<file path="config.mk">
export PLATFORM = sky130hd
export DESIGN_NAME = imu_spi_responder
export DESIGN_NICKNAME = d
export VERILOG_FILES = /design/src/rtl/imu_spi_responder_pkg.sv /design/src/rtl/imu_spi_responder_sync_edge.sv /design/src/rtl/imu_spi_responder.sv
export SDC_FILE = /design/constraint.sdc
export NUM_CORES = 1
export LEC_CHECK = 0
export CORE_MARGIN = 2
export CORE_UTILIZATION = 53
export CTS_CLUSTER_SIZE = 24
export DETAILED_ROUTE_END_ITERATION = 10
export GPL_TIMING_DRIVEN = 0
export PLACE_DENSITY = 0.77
export SETUP_SLACK_MARGIN = 0.1
export SKIP_CTS_REPAIR_TIMING = 1
export SLEW_MARGIN = 5
export SYNTH_ARGS = -nofsm -noshare
export SYNTH_HDL_FRONTEND = slang
export SYNTH_SLANG_ARGS = --single-unit
</file>
<file path="constraint.sdc">
create_clock -name clk -period 4.1 [get_ports clk]
set_input_delay 0.615 -clock clk [delete_from_list [all_inputs] [get_ports clk]]
set_output_delay 0.615 -clock clk [all_outputs]
set_load 0.01 [all_outputs]
</file>
<file path="src/rtl/imu_spi_responder_pkg.sv">
// imu_spi_responder_pkg: shared types, register addresses and FSM states for the IMU SPI responder
package imu_spi_responder_pkg;
  typedef logic [95:0] data_t;
  localparam logic [6:0] WHO_AM_I = 7'h0F;
  localparam logic [6:0] CTRL1_XL = 7'h10;
  localparam logic [6:0] CTRL2_G = 7'h11;
  localparam logic [6:0] OUTX_L_G = 7'h22;
  typedef enum logic [1:0] {IDLE, CMD, RD, WR} state_t;
endpackage

</file>
<file path="src/rtl/imu_spi_responder_sync_edge.sv">
// spi_sync_edge: multi-flop synchronizer with rise/fall detect on the synchronized level
module spi_sync_edge #(
  parameter int STAGES = 2,
  parameter logic INIT = 1'b1
) (
  input  logic clk,
  input  logic rst_n,
  input  logic d,
  output logic q,
  output logic rise,
  output logic fall
);
  logic [STAGES-1:0] sr;
  logic prev;
  always_ff @(posedge clk or negedge rst_n) begin
    if (!rst_n) begin
      sr <= {STAGES{INIT}};
      prev <= INIT;
    end else begin
      sr <= STAGES'({sr, d});
      prev <= sr[STAGES-1];
    end
  end
  assign q = sr[STAGES-1];
  assign rise = q & ~prev;
  assign fall = ~q & prev;
endmodule

</file>
<file path="src/rtl/imu_spi_responder.sv">
// imu_spi_responder: SPI mode-3 slave serving the IMU register map in place of the physical sensor
module imu_spi_responder
  import imu_spi_responder_pkg::*;
#(
  parameter int SYNC_STAGES = 2,
  parameter logic [7:0] WHO_AM_I_VAL = 8'h6C,
  parameter logic [6:0] DATA_BASE = OUTX_L_G,
  parameter logic [6:0] CTRL_LO = CTRL1_XL,
  parameter logic [6:0] CTRL_HI = 7'h1F
) (
  input  logic        clk,
  input  logic        rst_n,
  input  logic        CS,
  input  logic        SPC,
  input  logic        SDI,
  output logic        SDO,
  input  data_t       sensor_data,
  output logic        wr_en,
  output logic [6:0]  wr_addr,
  output logic [7:0]  wr_data,
  output logic [7:0]  ctrl_xl,
  output logic [7:0]  ctrl_g,
  output logic        busy
);
  localparam int NCTRL = int'(CTRL_HI) - int'(CTRL_LO) + 1;
  localparam int IW = NCTRL > 1 ? $clog2(NCTRL) : 1;
  localparam logic [IW-1:0] XL_IDX = IW'(CTRL1_XL - CTRL_LO);
  localparam logic [IW-1:0] G_IDX = IW'(CTRL2_G - CTRL_LO);
  state_t state, nxt;
  logic cs_s, cs_fall, cs_rise_unused;
  logic spc_rise, spc_fall, spc_s_unused;
  logic sdi_s, sdi_rise_unused, sdi_fall_unused;
  logic [2:0] cnt;
  logic [7:0] sr, tx, shifted;
  logic [6:0] addr, addr_inc;
  logic last;
  data_t shadow;
  logic [7:0] regs [NCTRL];
  spi_sync_edge #(.STAGES(SYNC_STAGES)) u_cs (
    .clk(clk), .rst_n(rst_n), .d(CS), .q(cs_s), .rise(cs_rise_unused), .fall(cs_fall)
  );
  spi_sync_edge #(.STAGES(SYNC_STAGES)) u_spc (
    .clk(clk), .rst_n(rst_n), .d(SPC), .q(spc_s_unused), .rise(spc_rise), .fall(spc_fall)
  );
  spi_sync_edge #(.STAGES(SYNC_STAGES)) u_sdi (
    .clk(clk), .rst_n(rst_n), .d(SDI), .q(sdi_s), .rise(sdi_rise_unused), .fall(sdi_fall_unused)
  );
  function automatic logic in_ctrl(input logic [6:0] a);
    return a >= CTRL_LO && a <= CTRL_HI;
  endfunction
  function automatic logic [7:0] rmap(input logic [6:0] a);
    logic [6:0] k;
    k = a - DATA_BASE;
    if (a == WHO_AM_I) return WHO_AM_I_VAL;
    if (in_ctrl(a)) return regs[IW'(a - CTRL_LO)];
    if (k < 7'd12) return shadow[{k[3:0], 3'b000} +: 8];
    return 8'h00;
  endfunction
  always_comb begin
    shifted = {sr[6:0], sdi_s};
    last = cnt == 3'd7;
    addr_inc = addr + 7'd1;
    nxt = cs_fall ? CMD : cs_s ? IDLE : (state == CMD && spc_rise && last) ? (shifted[7] ? RD : WR) : state;
  end
  always_ff @(posedge clk or negedge rst_n) begin
    if (!rst_n) begin
      state <= IDLE;
      cnt <= '0;
      sr <= '0;
      tx <= '0;
      addr <= '0;
      shadow <= '0;
      SDO <= 1'b1;
      wr_en <= 1'b0;
      wr_addr <= '0;
      wr_data <= '0;
      for (int i = 0; i < NCTRL; i++) regs[i] <= '0;
    end else begin
      state <= nxt;
      wr_en <= 1'b0;
      if (cs_fall) begin
        shadow <= sensor_data;
        cnt <= '0;
        SDO <= 1'b1;
      end else if (cs_s) begin
        SDO <= 1'b1;
      end else if (spc_fall && state == RD) begin
        SDO <= tx[7];
        tx <= {tx[6:0], 1'b0};
      end else if (spc_rise && state != IDLE) begin
        cnt <= cnt + 3'd1;
        sr <= shifted;
        if (last && state == CMD) begin
          addr <= shifted[6:0];
          tx <= rmap(shifted[6:0]);
        end
        if (last && state == RD) begin
          addr <= addr_inc;
          tx <= rmap(addr_inc);
        end
        if (last && state == WR) begin
          addr <= addr_inc;
          if (in_ctrl(addr)) begin
            regs[IW'(addr - CTRL_LO)] <= shifted;
            wr_en <= 1'b1;
            wr_addr <= addr;
            wr_data <= shifted;
          end
        end
      end
    end
  end
  assign busy = ~cs_s;
  assign ctrl_xl = regs[XL_IDX];
  assign ctrl_g = regs[G_IDX];
endmodule

</file>
# Word level (Yosys, flattened, before mapping)
# Cells that the tools add are included.
[word_totals] register_bits=276 in_bits=101 output_inout_bits=34
[classes] n_addsub=7 magnitude_cmp=12 n_eq_ne=8 shift=2 mux=87 bitwise_logic=11 n_reduce_logical=23
[ops] op="$shiftx A96 B8 Y8" count=2
[ops] op="$mux W8" count=21
[ops] op="$bwmux W128" count=1
[ops] op="$bmux W8 S4" count=2
[ops] op="$mux W1" count=52
[ops] op="$demux W8 S4" count=1
[ops] op="$ge A7 B5 Y1 const B" count=3
[ops] op="$le A7 B5 Y1 const B" count=3
[ops] op="$mux W7" count=3
[ops] op="$ge A5 B5 Y1 const B" count=3
[ops] op="$not A4 Y5" count=3
[ops] op="$eq A7 B4 Y1 const B" count=2
[ops] op="$lt A7 B4 Y1 const B" count=2
[ops] op="$sub A7 B6 Y7 const B" count=2
[ops] op="$mux W3" count=4
[ops] op="$reduce_bool A3 Y1" count=4
[ops] op="$sub A4 B1 Y4 const B" count=3
[ops] op="$logic_and A1 B1 Y1" count=11
[ops] op="$reduce_and A4 Y1" count=2
[ops] op="$add A7 B1 Y7 const B" count=1
[ops] op="$mux W2" count=3
[ops] op="$reduce_and A6 Y1" count=1
[ops] op="$reduce_bool A2 Y1" count=3
[ops] op="$lt A5 B1 Y1 const B" count=1
[ops] op="9 further kinds" count=17

# Logic depth before layout (Yosys ltp)
# Gate-level depths: netlist of the first run.
[depth] ltp_word=27 mapped_depth=19

# Cells and area by module
# A second synthesis of the first run with hierarchy kept.
[hier_totals] cells_unflattened=1088 hier_area_um2=15243.4
[modules_own_cells] mod="imu_spi_responder" n_inst=1 cells_per_inst=1073 area_per_inst_um2=14961.8
[modules_own_cells] mod="spi_sync_edge" n_inst=3 cells_per_inst=5 area_per_inst_um2=93.8

# Worst setup path before layout of the first run
# No wires, ideal clock.
[synth_timing] path_type="register to register" start="register addr[0]" end="register tx[0]" setup_ns=0.124 arrival_time_ns=4.153 required_time_ns=3.976 slack_ns=-0.177 stages_incl_launch_ff=19 path_buffers=8 period_less_slack_ns=4.277 cell_sequence="dfrtp_1 -> buf_4 -> buf_2 -> buf_4 -> buf_2 -> inv_1 -> ha_1 -> buf_2 -> buf_2 -> buf_2 -> buf_2 -> inv_1 -> ha_1 -> xor2_1 -> xnor2_1 -> mux2_2 -> a21oi_1 -> o21ai_1 -> a211o_1"
[synth_between] elab_chain_len=17 elab_cells_between_ends=42 classes_between="3 x add/sub; 3 x order compare; 1 x eq/ne; 1 x shift; 32 x mux; 1 x bitwise; 1 x reduce/logical"
[synth_rtl] item="from (decl)" line="imu_spi_responder.sv:35" source="logic [6:0] addr, addr_inc;"
[synth_rtl] item="from (signal assigned)" line="imu_spi_responder.sv:94" source="addr <= shifted[6:0];"
[synth_rtl] item="from (signal assigned)" line="imu_spi_responder.sv:98" source="addr <= addr_inc;"
[synth_rtl] item="from (signal assigned)" line="imu_spi_responder.sv:102" source="addr <= addr_inc;"
[synth_rtl] item="$add A7 B1 Y7 (*)" line="imu_spi_responder.sv:62" source="addr_inc = addr + 7'd1;"
[synth_rtl] item="$sub A7 B6 Y7" line="imu_spi_responder.sv:53" source="k = a - DATA_BASE;"
[synth_rtl] item="$lt A7 B4 Y1" line="imu_spi_responder.sv:56" source="if (k < 7'd12) return shadow[{k[3:0], 3'b000} +: 8];"
[synth_rtl] item="$mux W1 (2 in a row)" line="imu_spi_responder.sv:56"
[synth_rtl] item="$mux W1" line="imu_spi_responder.sv:55" source="if (in_ctrl(a)) return regs[IW'(a - CTRL_LO)];"
[synth_rtl] item="$mux W1" line="imu_spi_responder.sv:97" source="if (last && state == RD) begin"
[synth_rtl] item="$mux W1" line="imu_spi_responder.sv:90" source="end else if (spc_rise && state != IDLE) begin"
[synth_rtl] item="$mux W1" line="imu_spi_responder.sv:87" source="end else if (spc_fall && state == RD) begin"
[synth_rtl] item="$mux W1" line="imu_spi_responder.sv:85" source="end else if (cs_s) begin"
[synth_rtl] item="$mux W1" line="imu_spi_responder.sv:81" source="if (cs_fall) begin"
[synth_rtl] item="$mux W8" line="imu_spi_responder.sv:57" source="return 8'h00;"
[synth_rtl] item="$mux W8" line="imu_spi_responder.sv:56"
[synth_rtl] item="$mux W8 (*)" line="imu_spi_responder.sv:55"
[synth_rtl] item="$mux W8 (*)" line="imu_spi_responder.sv:97"
[synth_rtl] item="$mux W8 (*)" line="imu_spi_responder.sv:90"
[synth_rtl] item="$mux W8 (*)" line="imu_spi_responder.sv:87"
[synth_rtl] item="to (signal assigned)" line="imu_spi_responder.sv:89" source="tx <= {tx[6:0], 1'b0};"
[synth_rtl] item="to (signal assigned)" line="imu_spi_responder.sv:95" source="tx <= rmap(shifted[6:0]);"
[synth_rtl] item="to (signal assigned)" line="imu_spi_responder.sv:99" source="tx <= rmap(addr_inc);"
[synth_rtl] item="to (decl)" line="imu_spi_responder.sv:34" source="logic [7:0] sr, tx, shifted;"
# Mark *: on every way between the ends. The rest lies on a longest branch, timed or not. The select of a mux whose other input is x is not followed.
# A chain may end at the register's enable or synchronous reset.

# Final worst setup path of the first run
# Ends and elaborated chain as after synthesis.

==> results of run 1 <==
-- power by group through the flow --
stage / Combinational [mW] / Sequential, mW / Clock (mW)
finish: 0.886 / 3.00 / 3.06
global route: 0.935 / 3.02 / 3.21
CTS: 0.875 / 3.00 / 3.08
detailed placement: 0.866 / 3.04 / 0
global placement: 0.845 / 3.03 / 0
floorplan: 0.528 / 3.00 / 0
-- sequential cells by signal, indices dropped and copies added (netlist names), 2 cells and up --
register / count
regs: 112
shadow: 96
ctrl_g: 8
ctrl_xl: 8
tx: 8
wr_data: 8
addr: 7
sr: 7
wr_addr: 7
cnt: 3
state: 2
u_cs.sr: 2
u_sdi.sr: 2
u_spc.sr: 2
-- worst max path at each step --
stage          startpoint         end  slack (ps)  cells past startpoint
5_1_grt           addr[0]       tx[0]          40                     18
3_3_place_gp        rst_n  shadow[75]       -9420                      1
6_report          addr[0]       tx[0]         100                     18
3_5_place_dp      addr[0]       tx[0]       -1360                     18
2_1_floorplan     addr[0]       tx[0]         100                     18
4_1_cts           addr[0]       tx[0]       -1410                     18
-- cell families (layout without fill, tap and decap cells) --
family | after synthesis | count (layout) | share of synthesized area (%)
AOI/OAI and AO/OA | 119 | 119 | 5.231
xor gates and xnor gates | 9 | 9 | 0.5785
adders and majority gates | 10 | 10 | 0.8383
buffers and inverters | 110 | 309 | 3.521
DFF | 276 | 276 | 46.35
muxes | 364 | 364 | 36.56
and+or+nand+nor | 191 | 191 | 6.924
-- metal layers --
metal	wire length [um]	part of all wire (%)
met2	20110	45
met3	4403	9.9
met1	17960	41
met4	1772	4.0
met5	31	0.070
-- worst max-delay path, delay by kind of cell (launching register included) --
family	cells	cell delay, ps
multiplexers	1	370
adder cells (fa/ha/maj)	2	540
flip-flops	1	430
AO/OA/AOI/OAI	3	560
buffers and inverters	10	1390
XOR/XNOR	2	550
-- final cells by class --
cell class / count / area, um2 / share of cell area, %
repair buffers: 142 / 1450 / 7.990
well taps: 378 / 473.0 / 2.606
plain buffers: 100 / 595.6 / 3.282
multi-input cells: 693 / 7545 / 41.57
clock inverters: 19 / 276.5 / 1.524
inverters: 10 / 37.54 / 0.2068
clock buffers: 38 / 852.1 / 4.695
flip-flops and latches: 276 / 6919 / 38.12
-- cells in the mapped netlist, drive strengths merged, types with 2 or more instances --
cell type,instances,share of area [%]
nor4,3,0.21
or4,3,0.15
o211ai,3,0.15
dfrtp,267,45
a211oi,4,0.20
nand2,70,1.8
a311oi,2,0.28
clkbuf,44,1.1
nand4b,2,0.12
o21bai,3,0.15
or3,3,0.13
a22oi,8,0.40
mux4,122,18
mux2,229,17
a22o,3,0.18
o21ai,31,1.0
a21oi,31,1.0
nand3b,4,0.20
xnor2,6,0.35
mux2i,13,0.87
nand2b,9,0.38
dfstp,9,1.6
xor2,3,0.23
and3,7,0.29
and2,6,0.25
o2111a,4,0.30
ha,10,0.84
nor2,36,1.1
a31oi,15,0.63
nor3b,3,0.15
a2111oi,4,0.23
nor3,9,0.56
o22ai,2,0.084
nand3,11,0.40
nor2b,10,0.42
a221oi,3,0.18
or2,2,0.084
nand4,7,0.29
buf,56,2.2
inv,9,0.23
or3b,3,0.18
-- cell usage in the layout, fill, tap and decap left out, types with 4 or more instances in the layout --
cell type,n
dfstp_2,9
nor2b_1,10
xnor2_1,5
and3_1,7
nand3b_1,4
buf_12,6
buf_2,22
nand4_1,7
o2111a_1,4
buf_4,25
mux2_2,228
nand3_1,10
clkbuf_8,5
buf_1,6
bufinv_16,7
clkbuf_1,45
nor2_1,27
clkinv_2,10
and2_1,6
mux2i_1,13
nand2_1,68
dfrtp_1,266
nor3_1,5
inv_1,8
o21ai_0,29
clkdlybuf4s50_1,133
a21oi_1,30
ha_1,9
mux4_2,122
nor2_2,7
nand2b_1,9
a211oi_1,4
a31oi_1,15
a22oi_1,8
clkbuf_16,31
-- through the flow --
stage	std cells	setup WS, ps
finish	1656	99.96
detailed placement	1594	-1360
floorplan	1079	104.3
global route	1656	41.47
CTS	1651	-1410
global placement	1591	-9422
==> impl_metrics.csv, run 1 <==
group,metric,value,unit
grt,first_global_vias,10900,
pwr,pwr-share-clk,44.1,%
cells_and_area,utilization,65.33,%
timing,maxSlewHeadroom,36.15,%
worst_setup_path,worstPathRequired,4540,ps
logic_synthesis,yosys_warnings,0,
grt,grt_use_met2,46.27,%
timing,skew,27.75,ps
worst_setup_path,slowest_stage,"dfrtp_2",
clock_network,tritoncts,"yes",
die,die_area,0.02952,mm2
logic_synthesis,ys_ff_latch,276,
placed_design,finalWeightedCongestion,0.9353,
worst_setup_path,crit_path_end_kind,"flip-flop",
clock_network,h-tree-depth,1,
grt,grt_overflow_total,0,
worst_setup_path,cpPeakStageDelay,430,ps
logic_synthesis,yosysSeqAreaShare,46.35,%
grt,grt_usage,30.70,%
clock_network,clockBufferDepth,3,
detailed_routing,drcViolationCount,0,
grt,grt.busiest_layer,"met2",
timing,min_period_over_period,97.56,%
clock_network,cts_buffers,31,
timing,hold_violations,14,
logic_synthesis,yosys.cell_types.count,64,
worst_setup_path,crit_arrival,4440,ps
worst_setup_path,crit_chain,"buf_12 -> buf_12 -> buf_12 -> buf_12 -> inv_1 -> ha_1 -> buf_6 -> buf_12 -> buf_12 -> buf_8 -> inv_1 -> ha_2 -> xor2_4 -> xnor2_4 -> mux2_4 -> a21oi_2 -> o21ai_1 -> a211o_1",
pwr,p_switching,1.718,mW
grt,grt_pass1_wl,66.82,mm
cells_and_area,fill_cells,2074,
logic_synthesis,synth_fp_nets,1190,
pwr,power.leakage,7.543,nW
timing,tns,0,ps
timing,finalCriticalPeriod,4000,ps
clock_network,root_buffer,"clkbuf_16",
detailed_routing,drt-total-wl,44.28,mm
placed_design,port_buffers,134,
cells_and_area,final_cell_area,0.01815,mm2
grt,gr-usage-met3,7.823,%
placed_design,dpl.hpwl,30.70,mm
grt,grt_max_degree,121,
timing,clock.fmax,0.2500,GHz
clock_network,clk_pin_slew,60,ps
worst_setup_path,rr_worst_depth,18,
die,fp.dieW,171.8,um
die,top_level_ports,135,
worst_setup_path,worstSetupStartpointType,"flip-flop",
logic_synthesis,synth_area,0.01493,mm2
die,dieHeight,171.8,um
worst_setup_path,path_class,"reg2reg",
cells_and_area,synthToLayoutAreaGrowth,21.59,%
pwr,p_comb_share,12.7,%
timing,worstMarginPinSlew,956.8,ps
grt,antenna_found_initial,0,
logic_synthesis,synthFlopType,"dfrtp_1",
clock_network,worstSkewPairLatency,570,ps
worst_setup_path,cpMostUsedCell,"buf_12",
pwr,internal_power,5.235,mW
grt,use_met1,43.07,%
pwr,pwr-share-seq,43.2,%
detailed_routing,via_per_inst,6.514,
timing,finalMaxSlewViolations,0,
detailed_routing,vias,10790,
placed_design,postPlaceCellArea,0.01683,mm2
pwr,p_sw_share,24.70,%
timing,hold_ws,-20.29,ps
cells_and_area,fin_nets,1365,
detailed_routing,dr.pass1.iters,9,
detailed_routing,first_iter_violations,1096,
pwr,total_power,6.952,mW
min_path,hold_path.class,"in2async",
worst_setup_path,worstReg2RegEnd,"tx[0]",
detailed_routing,wl_per_cell,26.74,um
logic_synthesis,synth-edff-count,0,
worst_setup_path,crit_path_max_fanout,10,
timing,setup_viol,0,
run_status,violations,"negative hold slack",
pwr,powerDensity,383.1,mW/mm2
pwr,peakVddDrop,357.0,uV
die,start_util,53.72,%
timing,rsz0062_at_grt,"false",
logic_synthesis,avgSynthCellArea,13.83,um2
die,rows,61,
die,core_area,0.02778,mm2
run_status,outcome,"complete, but fails checks",
logic_synthesis,async_flop_share,100.0,%
worst_setup_path,r2r_slack,100,ps
detailed_routing,ant_nets,0,
logic_synthesis,synthesis.instances,1079,
cells_and_area,drive_above_1_share,39.59,%
worst_setup_path,timing.rr.start,"addr[0]",
clock_network,clock_sinks,276,
cells_and_area,antenna_cells,0,
flow_run,cap_violations,0,
Power figures use the tool's default switching activity.
==> inputs of run 2 (changes only) <==
--- a/config.mk
+++ b/config.mk
@@ -9,6 +9,7 @@
 export CORE_UTILIZATION = 53
 export CTS_CLUSTER_SIZE = 24
 export DETAILED_ROUTE_END_ITERATION = 10
+export GPL_ROUTABILITY_DRIVEN = 0
 export GPL_TIMING_DRIVEN = 0
 export PLACE_DENSITY = 0.77
 export SETUP_SLACK_MARGIN = 0.1
==> impl_metrics.csv, run 2 (synthesis results as in run 1) <==
group,metric,value,unit
clock_network,cts_buffers,30,
cells_and_area,fin_nets,1369,
cells_and_area,final_cell_area,0.01799,mm2
pwr,p_sw_share,25.15,%
timing,worstMarginPinSlew,959.6,ps
cells_and_area,final_cells,1653,
worst_setup_path,worstSetupStartpointType,"flip-flop",
worst_setup_path,timing.rr.start,"addr[0]",
cells_and_area,layout_common_cells,"dfrtp_1 (266), mux2_2 (228), clkdlybuf4s50_1 (133)",
detailed_routing,dr.pass1.iters,6,
worst_setup_path,crit_path_max_fanout,10,
timing,finalMaxSlewViolations,0,
die,start_util,53.72,%
die,dieHeight,171.8,um
grt,grt_overflow_total,0,
grt,grt_pass1_wl,66.39,mm
placed_design,dpl.hpwl,30.61,mm
cells_and_area,antenna_cells,0,
cells_and_area,synthToLayoutAreaGrowth,20.51,%
detailed_routing,via_per_inst,6.544,
clock_network,root_buffer,"clkbuf_16",
clock_network,worstSkewPairLatency,570,ps
pwr,p_comb_share,13.4,%
min_path,hold_path.class,"in2async",
cells_and_area,largest-register,"regs",
grt,antenna_found_initial,0,
die,top_level_ports,135,
pwr,p_switching,1.651,mW
die,core_area,0.02778,mm2
timing,setup_viol,0,
grt,grt_usage,30.41,%
worst_setup_path,path_class,"reg2reg",
worst_setup_path,cp-startpoint,"addr[0]",
detailed_routing,vias,10820,
detailed_routing,first_iter_violations,1330,
worst_setup_path,worstPathRequired,4550,ps
cells_and_area,fill_cells,2048,
pwr,power.leakage,7.482,nW
timing,maxSlewHeadroom,35.96,%
timing,clock.fmax,0.2495,GHz
clock_network,tritoncts,"yes",
pwr,total_power,6.563,mW
timing,hold_ws,36.95,ps
pwr,internal_power,4.912,mW
flow_run,cap_violations,0,
timing,hold_violations,0,
placed_design,placed_cells,1594,
cells_and_area,top_regs,"regs (112), shadow (96)",
pwr,pwr-share-clk,40.9,%
detailed_routing,ant_nets,0,
pwr,powerDensity,364.8,mW/mm2
clock_network,h-tree-depth,1,
die,fp.dieW,171.8,um
detailed_routing,drcViolationCount,0,
timing,rsz0062_at_grt,"false",
detailed_routing,wl_per_cell,26.28,um
die,die_area,0.02952,mm2
cells_and_area,final_common_cell,"dfrtp_1",
timing,min_period_over_period,97.76,%
run_status,outcome,"complete, no violations",
timing,skew,11.85,ps
worst_setup_path,crit_path_end_kind,"flip-flop",
cells_and_area,largest_register_ffs,112,
grt,grt_max_degree,104,
grt,first_global_vias,10790,
worst_setup_path,crit_arrival,4460,ps
placed_design,postPlaceCellArea,0.01683,mm2
timing,finalCriticalPeriod,4008,ps
clock_network,clk_pin_slew,60,ps
die,rows,61,
pwr,peakVddDrop,343.4,uV
cells_and_area,drive_above_1_share,38.90,%
worst_setup_path,rr_worst_depth,18,
clock_network,clockBufferDepth,3,
clock_network,clock_sinks,276,
detailed_routing,drt-total-wl,43.45,mm
placed_design,port_buffers,134,
pwr,pwr-share-seq,45.7,%
==> run 2: cell count changes in the layout (fill, tap and decap cells not counted), moves of 3 or more <==
cell,delta
clkinv_2,-8
bufinv_16,-6
clkbuf_1,+4
clkbuf_8,+4
buf_4,+3
==> run 2: cell type report <==
| class | instances | area (um2) | area share (%) |
|---|---|---|---|
| clock inverter | 3 | 40.04 | 0.2226 |
| multi-input combinational | 693 | 7506 | 41.73 |
| tap | 378 | 473.0 | 2.629 |
| clock buffer | 46 | 922.1 | 5.127 |
| inverter | 10 | 37.54 | 0.2087 |
| timing repair buffer | 147 | 1488 | 8.271 |
| sequential | 276 | 6919 | 38.47 |
| buffer | 100 | 601.8 | 3.346 |
==> run 2: worst paths after layout <==
kind	endpoint	slack [ps]
min in group clk	u_sdi.sr[1]	360
max in group asynchronous	shadow[22]	2740
worst min-delay path	wr_data[0]	40
worst max-delay path	tx[0]	90
worst min register to register	u_sdi.sr[1]	360
worst max register to register	tx[0]	90
==> run 2: stage by stage <==
step                       TNS, ps  utilization [%]  worst slack [ps]
after CTS                   -10130            64.05             -1342
after global placement    -2539470            60.30             -9315
after global routing             0            64.75             58.83
final                            0            64.75             92.02
after floorplan                  0                -             104.3
after detailed placement     -9935            60.59             -1315
==> run 2: power by group through the flow <==
stage / sequential (mW) / combinational, mW / clock (mW)
after CTS: 3.00 / 0.871 / 2.70
after floorplan: 3.00 / 0.528 / 0
after global routing: 3.02 / 0.935 / 2.81
final: 3.00 / 0.880 / 2.68
after detailed placement: 3.04 / 0.866 / 0
after global placement: 3.03 / 0.844 / 0
==> run 2: layer usage <==
metal  part of all wire [%]  vias to the layer above  track usage [%]
li1                       -                     4448                -
met5                      0                        -                0
met1                     40                     5602            42.85
met3                     10                      121            7.248
met4                    4.0                        0            12.28
met2                     46                      646            45.91
==> run 2: worst max-delay path, cell delays in order (launching register included) <==
cell and delay [ps]:
dfrtp_2 410, buf_12 160, buf_12 120, buf_12 160
buf_12 160, inv_1 70, ha_1 320, buf_6 160
buf_12 120, buf_12 160, buf_12 150, inv_1 50
ha_1 220, xor2_1 180, xnor2_2 510, mux2_4 370
a21oi_2 150, o21ai_1 80, a211o_1 310
==> inputs of run 3 (changes only) <==
--- a/config.mk
+++ b/config.mk
@@ -5,6 +5,7 @@
 export SDC_FILE = /design/constraint.sdc
 export NUM_CORES = 1
 export LEC_CHECK = 0
+export CORE_ASPECT_RATIO = 0.75
 export CORE_MARGIN = 2
 export CORE_UTILIZATION = 53
 export CTS_CLUSTER_SIZE = 24
@@ -14,7 +15,7 @@
 export PLACE_DENSITY = 0.77
 export SETUP_SLACK_MARGIN = 0.1
 export SKIP_CTS_REPAIR_TIMING = 1
-export SLEW_MARGIN = 5
+export SLEW_MARGIN = 20
 export SYNTH_ARGS = -nofsm -noshare
 export SYNTH_HDL_FRONTEND = slang
 export SYNTH_SLANG_ARGS = --single-unit
==> impl_metrics.csv, run 3 (synthesis results as in run 1) <==
group,metric,value,unit
timing,hold_violations,0,
grt,grt_max_degree,99,
pwr,total_power,6.590,mW
detailed_routing,dr.pass1.iters,7,
die,core_area,0.02785,mm2
pwr,powerDensity,366.8,mW/mm2
cells_and_area,drive_above_1_share,39.03,%
detailed_routing,ant_nets,0,
pwr,peakVddDrop,292.7,uV
die,start_util,53.59,%
worst_setup_path,worstSetupStartpointType,"flip-flop",
clock_network,tritoncts,"yes",
grt,antenna_found_initial,0,
grt,grt_overflow_total,0,
worst_setup_path,timing.rr.start,"addr[0]",
run_status,outcome,"complete, no violations",
detailed_routing,drcViolationCount,0,
cells_and_area,ff_latch_area,0.006919,mm2
placed_design,dpl.hpwl,31.33,mm
placed_design,postPlaceCellArea,0.01683,mm2
grt,first_global_vias,10720,
die,die_area,0.02953,mm2
die,rows,53,
worst_setup_path,crit_path_max_fanout,10,
min_path,hold_path.class,"reg2reg",
timing,finalCriticalPeriod,3882,ps
timing,min_period_over_period,94.68,%
worst_setup_path,worstPathRequired,4530,ps
placed_design,port_buffers,134,
timing,skew,17.01,ps
cells_and_area,fill_cells,2092,
worst_setup_path,path_class,"reg2reg",
detailed_routing,first_iter_violations,1357,
timing,clock.fmax,0.2576,GHz
detailed_routing,via_per_inst,6.619,
detailed_routing,wl_per_cell,26.82,um
grt,grt.busiest_layer,"met1",
clock_network,clk_pin_slew,70,ps
cells_and_area,final_cell_area,0.01797,mm2
pwr,power.leakage,7.466,nW
grt,grt_pass1_wl,66.59,mm
grt,grt_usage,30.40,%
grt,grt_use_met2,42.45,%
cells_and_area,multiInputGateArea,0.007518,mm2
cells_and_area,final_common_cell,"dfrtp_1",
cells_and_area,top_regs,"regs (112), shadow (96)",
clock_network,clockBufferDepth,3,
timing,tns,0,ps
timing,maxSlewHeadroom,35.44,%
grt,gr-usage-met3,7.868,%
cells_and_area,largest-register,"regs",
detailed_routing,vias,10810,
timing,finalMaxSlewViolations,0,
clock_network,h-tree-depth,1,
cells_and_area,antenna_cells,0,
die,fp.dieW,197.8,um
die,dieHeight,149.3,um
clock_network,root_buffer,"clkbuf_16",
clock_network,worstSkewPairLatency,560,ps
timing,rsz0062_at_grt,"false",
flow_run,cap_violations,0,
cells_and_area,synthToLayoutAreaGrowth,20.37,%
worst_setup_path,cp-startpoint,"addr[0]",
min_path,hp-start,"u_cs.sr[0]",
cells_and_area,fin_nets,1365,
cells_and_area,largest_register_ffs,112,
clock_network,cts_buffers,28,
die,top_level_ports,135,
clock_network,clock_sinks,276,
timing,worstMarginPinSlew,968.4,ps
timing,hold_ws,359.7,ps
worst_setup_path,crit_arrival,4320,ps
grt,use_met1,47.07,%
worst_setup_path,crit_path_end_kind,"flip-flop",
timing,setup_viol,0,
detailed_routing,drt-total-wl,43.80,mm
cells_and_area,layout_common_cells,"dfrtp_1 (266), mux2_2 (229), clkdlybuf4s50_1 (133)",
## run 3: cell count changes in the layout (fill, tap and decap cells not counted), sizes merged
| cell | before | now |
|---|---|---|
| clkbuf | 90 | 81 |
| clkinv | 3 | 10 |
| buf | 70 | 67 |
| bufinv | 1 | 4 |
| clkinvlp | 0 | 2 |
| dlygate4sd3 | 0 | 1 |
## run 3: area by class of cell
cell class / count / share of cell area, %
Sequential cell: 276 / 38.51
Tap cell: 357 / 2.486
Inverter: 10 / 0.2089
Buffer: 100 / 3.301
Clock buffer: 37 / 4.318
Multi-Input combinational cell: 693 / 41.85
Clock inverter: 15 / 1.003
Timing Repair Buffer: 145 / 8.322
## run 3: critical path, cell delays in order (launching register included)
cell	delay [ps]
dfrtp_2	380
buf_8	170
buf_12	120
buf_16	160
buf_12	160
inv_1	90
ha_4	290
buf_6	130
buf_12	120
buf_12	160
buf_8	170
inv_1	60
ha_2	210
xor2_1	170
xnor2_2	410
mux2_2	390
a21oi_1	170
o21ai_1	70
a211o_1	300
## run 3: path summary, 6_finish.rpt
path	end	slack [ps]	depth (start not counted)
setup / recovery	tx[0]	220	18
min in group asynchronous	wr_addr[6]	560	2
setup reg to reg	tx[0]	220	18
max in group asynchronous	shadow[26]	2020	5
hold reg to reg	u_cs.sr[1]	360	0
hold / removal	u_cs.sr[1]	360	0
## run 3: metal layers
metal,vias up,wire length [um]
li1,4446,-
met2,660,18480
met1,5608,19090
met3,95,4983
met5,-,0
met4,0,1243
## run 3: stage by stage
stage | setup slack (ps) | std cells | utilization (%)
3_3_place_gp | -9466 | 1570 | 60.05
6_report | 218.0 | 1633 | 64.51
4_1_cts | -1201 | 1626 | 63.87
5_1_grt | 95.83 | 1633 | 64.51
3_5_place_dp | -1174 | 1574 | 60.44
2_1_floorplan | 104.3 | 1079 | -
## run 3: report_power, final
group,leakage (nW),total [mW],internal (mW),switching [mW]
logic,3.39,0.890,0.450,0.440
registers,3.61,3.00,2.88,0.124
clock network,0.471,2.70,1.58,1.12
